## src/rtl/pipelined_cla_adder.sv

```systemverilog
// Two-stage pipelined carry-lookahead adder/subtractor with valid/ready handshake.
// Latency: two rising edges from capture to result (operand reg, then result reg).
// Backpressure: a full stage holds while the stage after it is stalled; at most 2 beats are in flight.
module pipelined_cla_adder #(
  parameter int WIDTH = 16,
  parameter int GROUP = 4
) (
  input  logic             clk,
  input  logic             rst_n,
  input  logic             in_valid,
  output logic             in_ready,
  input  logic [WIDTH-1:0] a,
  input  logic [WIDTH-1:0] b,
  input  logic             cin,
  input  logic             sub,
  output logic             out_valid,
  input  logic             out_ready,
  output logic [WIDTH-1:0] sum,
  output logic             cout,
  output logic             ovf,
  output logic             zero
);

  localparam int NG = WIDTH / GROUP;

  // Stage 1 state: stored operands (b already conditionally inverted) and effective carry-in
  logic             v1_q, v1_d;
  logic [WIDTH-1:0] a_q, a_d;
  logic [WIDTH-1:0] b_q, b_d;
  logic             c0_q, c0_d;

  // Stage 2 state: registered result
  logic             v2_q, v2_d;
  logic [WIDTH-1:0] sum_q, sum_d;
  logic             cout_q, cout_d;
  logic             ovf_q, ovf_d;
  logic             zero_q, zero_d;

  logic             en1, en2;

  // Combinational adder terms derived from stage 1
  logic [WIDTH-1:0] p, g;
  logic [NG-1:0]    pg, gg;
  logic [NG:0]      cg;     // carry into each group; cg[NG] is the final carry out
  logic [WIDTH:0]   c;      // carry into each bit; c[WIDTH] is the carry out of the MSB
  logic [WIDTH-1:0] s;

  // Stage enables: a stage may load when it is empty or its contents move on this cycle
  always_comb begin
    en2       = !v2_q || out_ready;
    en1       = !v1_q || en2;
    in_ready  = en1;
    out_valid = v2_q;
    sum       = sum_q;
    cout      = cout_q;
    ovf       = ovf_q;
    zero      = zero_q;
  end

  // Stage 1 next state: capture operands, folding subtraction into b inversion plus carry-in of 1
  always_comb begin
    a_d  = a_q;
    b_d  = b_q;
    c0_d = c0_q;
    v1_d = v1_q;
    if (en1) begin
      a_d  = a;
      b_d  = b ^ {WIDTH{sub}};
      c0_d = sub | cin;
      v1_d = in_valid;
    end
  end

  // Per-bit propagate/generate and per-group 4-bit lookahead propagate/generate
  always_comb begin
    p  = a_q ^ b_q;
    g  = a_q & b_q;
    pg = '0;
    gg = '0;
    for (int j = 0; j < NG; j++) begin
      pg[j] = p[GROUP*j+3] & p[GROUP*j+2] & p[GROUP*j+1] & p[GROUP*j];
      gg[j] = g[GROUP*j+3]
            | (p[GROUP*j+3] & g[GROUP*j+2])
            | (p[GROUP*j+3] & p[GROUP*j+2] & g[GROUP*j+1])
            | (p[GROUP*j+3] & p[GROUP*j+2] & p[GROUP*j+1] & g[GROUP*j]);
    end
  end

  // Second-level lookahead: each group carry is a flat sum of products over lower groups
  always_comb begin
    logic acc;
    logic term;
    cg = '0;
    for (int j = 0; j <= NG; j++) begin
      term = c0_q;
      for (int m = 0; m < j; m++) term = term & pg[m];
      acc = term;
      for (int k = 0; k < j; k++) begin
        term = gg[k];
        for (int m = k + 1; m < j; m++) term = term & pg[m];
        acc = acc | term;
      end
      cg[j] = acc;
    end
  end

  // Intra-group 4-bit lookahead carries and the final sum bits
  always_comb begin
    c = '0;
    for (int j = 0; j < NG; j++) begin
      c[GROUP*j]   = cg[j];
      c[GROUP*j+1] = g[GROUP*j] | (p[GROUP*j] & cg[j]);
      c[GROUP*j+2] = g[GROUP*j+1]
                   | (p[GROUP*j+1] & g[GROUP*j])
                   | (p[GROUP*j+1] & p[GROUP*j] & cg[j]);
      c[GROUP*j+3] = g[GROUP*j+2]
                   | (p[GROUP*j+2] & g[GROUP*j+1])
                   | (p[GROUP*j+2] & p[GROUP*j+1] & g[GROUP*j])
                   | (p[GROUP*j+2] & p[GROUP*j+1] & p[GROUP*j] & cg[j]);
    end
    c[WIDTH] = cg[NG];
    s = p ^ c[WIDTH-1:0];
  end

  // Stage 2 next state: capture result flags; overflow is carry-in vs carry-out of the MSB
  always_comb begin
    sum_d  = sum_q;
    cout_d = cout_q;
    ovf_d  = ovf_q;
    zero_d = zero_q;
    v2_d   = v2_q;
    if (en2) begin
      sum_d  = s;
      cout_d = c[WIDTH];
      ovf_d  = c[WIDTH-1] ^ c[WIDTH];
      zero_d = ~|s;
      v2_d   = v1_q;
    end
  end

  // Pipeline registers; reset empties both stages and clears the visible result
  always_ff @(posedge clk) begin
    if (!rst_n) begin
      v1_q   <= 1'b0;
      a_q    <= '0;
      b_q    <= '0;
      c0_q   <= 1'b0;
      v2_q   <= 1'b0;
      sum_q  <= '0;
      cout_q <= 1'b0;
      ovf_q  <= 1'b0;
      zero_q <= 1'b0;
    end else begin
      v1_q   <= v1_d;
      a_q    <= a_d;
      b_q    <= b_d;
      c0_q   <= c0_d;
      v2_q   <= v2_d;
      sum_q  <= sum_d;
      cout_q <= cout_d;
      ovf_q  <= ovf_d;
      zero_q <= zero_d;
    end
  end

endmodule

```

## config.mk

```make
export PLATFORM = sky130hd
export DESIGN_NAME = pipelined_cla_adder
export DESIGN_NICKNAME = d
export VERILOG_FILES = /design/src/rtl/pipelined_cla_adder.sv
export SDC_FILE = /design/constraint.sdc
export NUM_CORES = 1
export LEC_CHECK = 0
export BUFFER_PORTS_ARGS = -buffer_cell sky130_fd_sc_hd__buf_2
export CAP_MARGIN = 10
export CORE_MARGIN = 8
export CORE_UTILIZATION = 45
export CTS_CLUSTER_SIZE = 16
export DETAILED_ROUTE_END_ITERATION = 16
export MAX_ROUTING_LAYER = met4
export PLACE_DENSITY = 0.65
export SYNTH_ARGS = -nofsm -noshare
export SYNTH_HDL_FRONTEND = slang
export SYNTH_SLANG_ARGS = --single-unit
```

## constraint.sdc

```tcl
create_clock -name clk -period 7.2 [get_ports clk]
set_input_delay 0.72 -clock clk [delete_from_list [all_inputs] [get_ports clk]]
set_output_delay 0.72 -clock clk [all_outputs]
set_load 0.03 [all_outputs]
```

* Word level (Yosys, flattened, before mapping)
Cells that the tools add are included.
** Word-level totals
- Flip-flop bits (word level) :: 54
- Input port bits :: 38
- Output and inout bits :: 21
- Word-level logic and storage cells :: 137
** Operators by class
- Bitwise logic cells :: 122
- Reductions and logical operators :: 6
** Operators with widths (count)
- 1-bit bitwise AND :: 70
- 16-bit bitwise XOR :: 3
- 1-bit bitwise OR :: 47
- 16-bit bitwise AND :: 1
- 16-bit OR reduction :: 1
- 1-bit zero test :: 3
- 1-bit logical OR :: 2
- 1-bit bitwise XOR :: 1

* Longest topological paths before layout
- Depth after elaboration :: 15
- Gate-level depth with buffers :: 14

* Worst setup path before layout
Ideal clock, no wire load.
- Kind :: flip-flop to flip-flop
- From :: reg a_q[7]
- To :: reg zero_q (netlist: zero)
- Data arrival time :: 3.183 ns
- Slack :: 3.948 ns
- Stages on the path, launching flop included :: 13
- Path buffers :: 0
- Period minus slack after synthesis :: 3.252 ns
- Cell sequence :: dfxtp_1 > ha_1 > and2_4 > a311o_1 > o2111a_1 > o21ai_0 > nand2b_1 > fa_1 > nor4_1 > nand4_1 > a2111oi_2 > nand4b_1 > o21ai_1
** On the way
- Elaborated cells on any way between the ends :: 36
- Classes of those cells :: bitwise (34); reduce/logical (2)
** RTL lines
- start, declared :: line 28 : logic [WIDTH-1:0] a_q, a_d;
- start signal, assigned :: line 145 : a_q <= '0;
- start signal, assigned :: line 155 : a_q <= a_d;
- 16-bit bitwise XOR :: line 76 : p = a_q ^ b_q;
- 1-bit bitwise AND :: line 81, 84, 85
- 1-bit bitwise AND :: line 81, 85
- 1-bit bitwise AND :: line 81 : pg[j] = p[GROUP*j+3] & p[GROUP*j+2] & p[GROUP*j+1] & p[GROUP*j];
- 1-bit bitwise AND, on equally long branches (2 in a row) :: line 96, 100
- 1-bit bitwise OR :: line 101 : acc = acc | term;
- 1-bit bitwise OR (*) (2 in a row) :: line 101
- 16-bit bitwise XOR (*) :: line 122 : s = p ^ c[WIDTH-1:0];
- via s[12] :: line 46 : logic [WIDTH-1:0] s;
- 16-bit OR reduction (*) :: line 136 : zero_d = ~|s;
- 1-bit zero test (*) :: line 136
- end signal, assigned :: line 162 : zero_q <= zero_d;
- end, declared :: line 37 : logic zero_q, zero_d;
The timed path passes the listed nets; every way through them passes the cells marked *.
A chain may end at the register's enable or synchronous reset.

* Worst setup path after layout
- From :: in out_ready
- To :: out in_ready
** On the way
- Longest elaborated chain between the ends :: 2
** Ends and longest elaborated chain
- start, declared :: line 17 : input logic out_ready,
- 1-bit logical OR :: line 50 : en2 = !v2_q || out_ready;
- 1-bit logical OR :: line 51 : en1 = !v1_q || en2;
- end, declared :: line 11 : output logic in_ready,
No other way between the ends.

==> results.md <==
* Mapped Cells at 319
* Htree depth at 2
* Critical path data required time at 6.48 ns
* I/O pins at 59
* Distinct cells, synth at 46
* CP Cell Sequence: buf_2 -> nor2b_1 -> and2_1 -> inv_2 -> buf_2
* Clock latency on the worst-skew pair at 0.30 ns
* 1st-pass router iterations at 4
* Slew HR at 39.74%
* CTS Buf Count at 5
* Hold EP: sum[12]$_SDFFE_PN0P_
* Fraction of registers with async set/reset at 0%
* MaxCap Viol Count at 0
* Synth Warn # at 0
* Total Wirelength at 6429 µm
* Max clock buf depth at 2
* Critical path class: primary input to primary output
* Fin Setup TNS at 0 ns
* Core Area at 6241 µm²
* Layout cells sized above 1 at 20.16%
* Global-route wire length before repair at 10560 µm
* Post-CTS Hold Fix Bufs at 0
* Antenna Cells at 0
* Post-Syn Area per Cell at 8.911 µm²
* Outcome: complete, no violations
* GRT Residual Overflow at 0
* Buf+Inv Stages, Crit Path at 3
* Worst r2r path cells at 13
* Yosys top cell by area: dfxtp_1
* Crit path top cell by count: buf_2
* R2r setup slk at 3.48 ns
* Worst R2R Start: a_q[3]$_SDFFE_PN0P_
* Worst Skew at 0.008403 ns
* Leading register cell type out of synthesis: dfxtp_1
* Largest net degree at the start of global routing at 56
* Tmin final at 3.826 ns
* WL met1 at 3194 µm
* CP arrival at 3.11 ns
* HP Start: sum[12]$_SDFFE_PN0P_
* Power per cell area at 217.9 nW/µm²
* Worst min-delay path class: register to register
* Sequential Area at 1081 µm²
* Seq/Total Area, Yosys at 38.03%
* Met3 WL at 326 µm
* CP top delay family: simple AND/OR/NAND/NOR gates
* RSZ-0062 raised after global routing: no
* Count of input and output buffers at 58
* Synth top cells by count: nand2_1, dfxtp_1, a21boi_0
* Layout area overhead at 15.05%
* Slew Viols, Final at 0
* Initial Utilization at 45.55%
* Metal2 WL at 2746 µm
* Routed WL per cell at 14.48 µm
* Highest Signal Layer: met4
* Initial antenna violation count at 0
* Area of the multi-input gates at 1683 µm²
* Die W at 95.48 µm
* Hold Path Depth at 2
* R2R Path End: zero$_SDFFE_PN0P_
* Final HPWL DP at 4907 µm
* FILL cells at 630
* Final period util at 53.14%
* Setup bufs post-CTS at 0
* 1st-iter DRT viols at 94
* Post-CTS sizing at 0
* Most frequent cell after synthesis: nand2_1
* Mapped Area at 2843 µm²
* Placer Congestion at 0.8053
* Vias in the first global route at 2241
* Die Y at 95.48 µm
* Synth top area share at 38.03%
* Die area at 9116 µm²
* Worst VDD drop at 0.1512 mV
* Nets at 424
* Clock sink count at 54
* CP max FO at 50
* CTS tree: yes
* Critical-path top delay cell: and2_1
* Fmax at 0.2614 GHz
* Flops & latches, synth at 54
* P_leak at 1.653 nW
* Post-Route Utilization at 52.41%
* Core Rows at 29
* CTS clk-pin slew, worst paths at 0.10 ns
* Vias per cell at 5.214
* Final-report hold violation count at 0
* Critical Path Start Type: primary input
* Area contributors post-synth: dfxtp_1, nand2_1, o211a_1
* Remaining DRCs at 0
* Tot GR Track Use at 15.12%
* Post-synth EDFFs at 0
* Syn_nets at 377
* # setup viols final at 0
* Max incr delay on CP at 0.73 ns
* Least-Margin Pin Slew at 0.9020 ns
* Antenna Nets Post-Route at 0
* Worst Setup End Kind: primary output
* Root Driver: clkbuf_8
* Vias at 2315
## per-layer routing
| metal | vias up | track usage [%] |
|---|---|---|
| met5 | - | - |
| met4 | 0 | 6.146 |
| met3 | 10 | 3.150 |
| met2 | 52 | 22.61 |
| met1 | 1046 | 19.42 |
| li1 | 1207 | - |
## power by group
group          internal (W)  leakage [nW]  total (W)  switching [W]
registers          0.000324         0.449   0.000341      0.0000165
logic             0.0000729          1.15   0.000172      0.0000996
clock network      0.000102        0.0579   0.000199      0.0000968
## layout by cell type (no fill, tap or decap), drive strengths merged, types with 4 or more instances in the layout
| cell type | count |
|---|---|
| fa | 4 |
| nor2b | 4 |
| o21a | 5 |
| ha | 16 |
| dfxtp | 54 |
| o21ai | 8 |
| and2 | 5 |
| o211a | 22 |
| nand3 | 5 |
| buf | 58 |
| clkbuf | 5 |
| nor2 | 10 |
| a21oi | 9 |
| nand2 | 77 |
| a21boi | 25 |
| xnor2 | 22 |
## worst reg2reg max path, stage by stage (launching register included)
cell and delay, ns:
dfxtp_1 0.33, ha_1 0.36, and2_4 0.17, a221oi_2 0.28, a21oi_2 0.12, o2111a_1 0.26
o21ai_0 0.39, nand2b_1 0.13, fa_1 0.48, nor4_1 0.29, nand4_1 0.16, a2111oi_2 0.42
nand4b_1 0.15, o21ai_1 0.12
## worst max-delay path by stage
stage	start	to	slack (ns)	cells past startpoint
after detailed placement	out_ready	in_ready	3.35	5
after floorplan	a_q[7]$_SDFFE_PN0P_	zero$_SDFFE_PN0P_	3.95	12
after global routing	out_ready	in_ready	3.13	5
after global placement	out_ready	in_ready	3.37	5
final	out_ready	in_ready	3.37	5
after CTS	out_ready	in_ready	3.34	5
## logic make-up (layout without fill, tap and decap cells)
| family | Yosys count | in the layout | synth area share [%] |
|---|---|---|---|
| flops | 54 | 54 | 38.03 |
| xor+xnor | 24 | 24 | 7.394 |
| simple gates | 114 | 114 | 17.61 |
| fa+ha+maj | 20 | 20 | 9.859 |
| mux | 1 | 1 | 0.3521 |
| compound gates | 85 | 85 | 23.99 |
| buf+inv | 21 | 69 | 2.773 |
## stage by stage
step           area, µm²  power (W)  hold WS, ns  setup WS, ns  std cells
6_report            3271  0.0007126       0.4686         3.374        444
5_1_grt             3271  0.0007560       0.4960         3.128        444
4_1_cts             3271  0.0007228       0.4735         3.340        444
3_5_place_dp        3162  0.0005210       0.4436         3.348        436
3_3_place_gp        3162  0.0005176       0.4485         3.372        436
2_1_floorplan       2843  0.0004703       0.4325         3.948        319
## layout make-up
class | count | area share (%)
multi-input cells | 244 | 51.45
flip-flops and latches | 54 | 33.05
repair buffers | 58 | 8.875
well taps | 77 | 2.946
clock buffers | 5 | 2.104
clock inverters | 3 | 1.224
inverters | 3 | 0.3443
## registers in the layout (all words and copies together), names as in the netlist
| signal | cells |
|---|---|
| a_q | 16 |
| b_q | 16 |
| c0_q | 1 |
| cout | 1 |
| out_valid | 1 |
| ovf | 1 |
| sum | 16 |
| v1_q | 1 |
| zero | 1 |
Power figures use the tool's default switching activity.
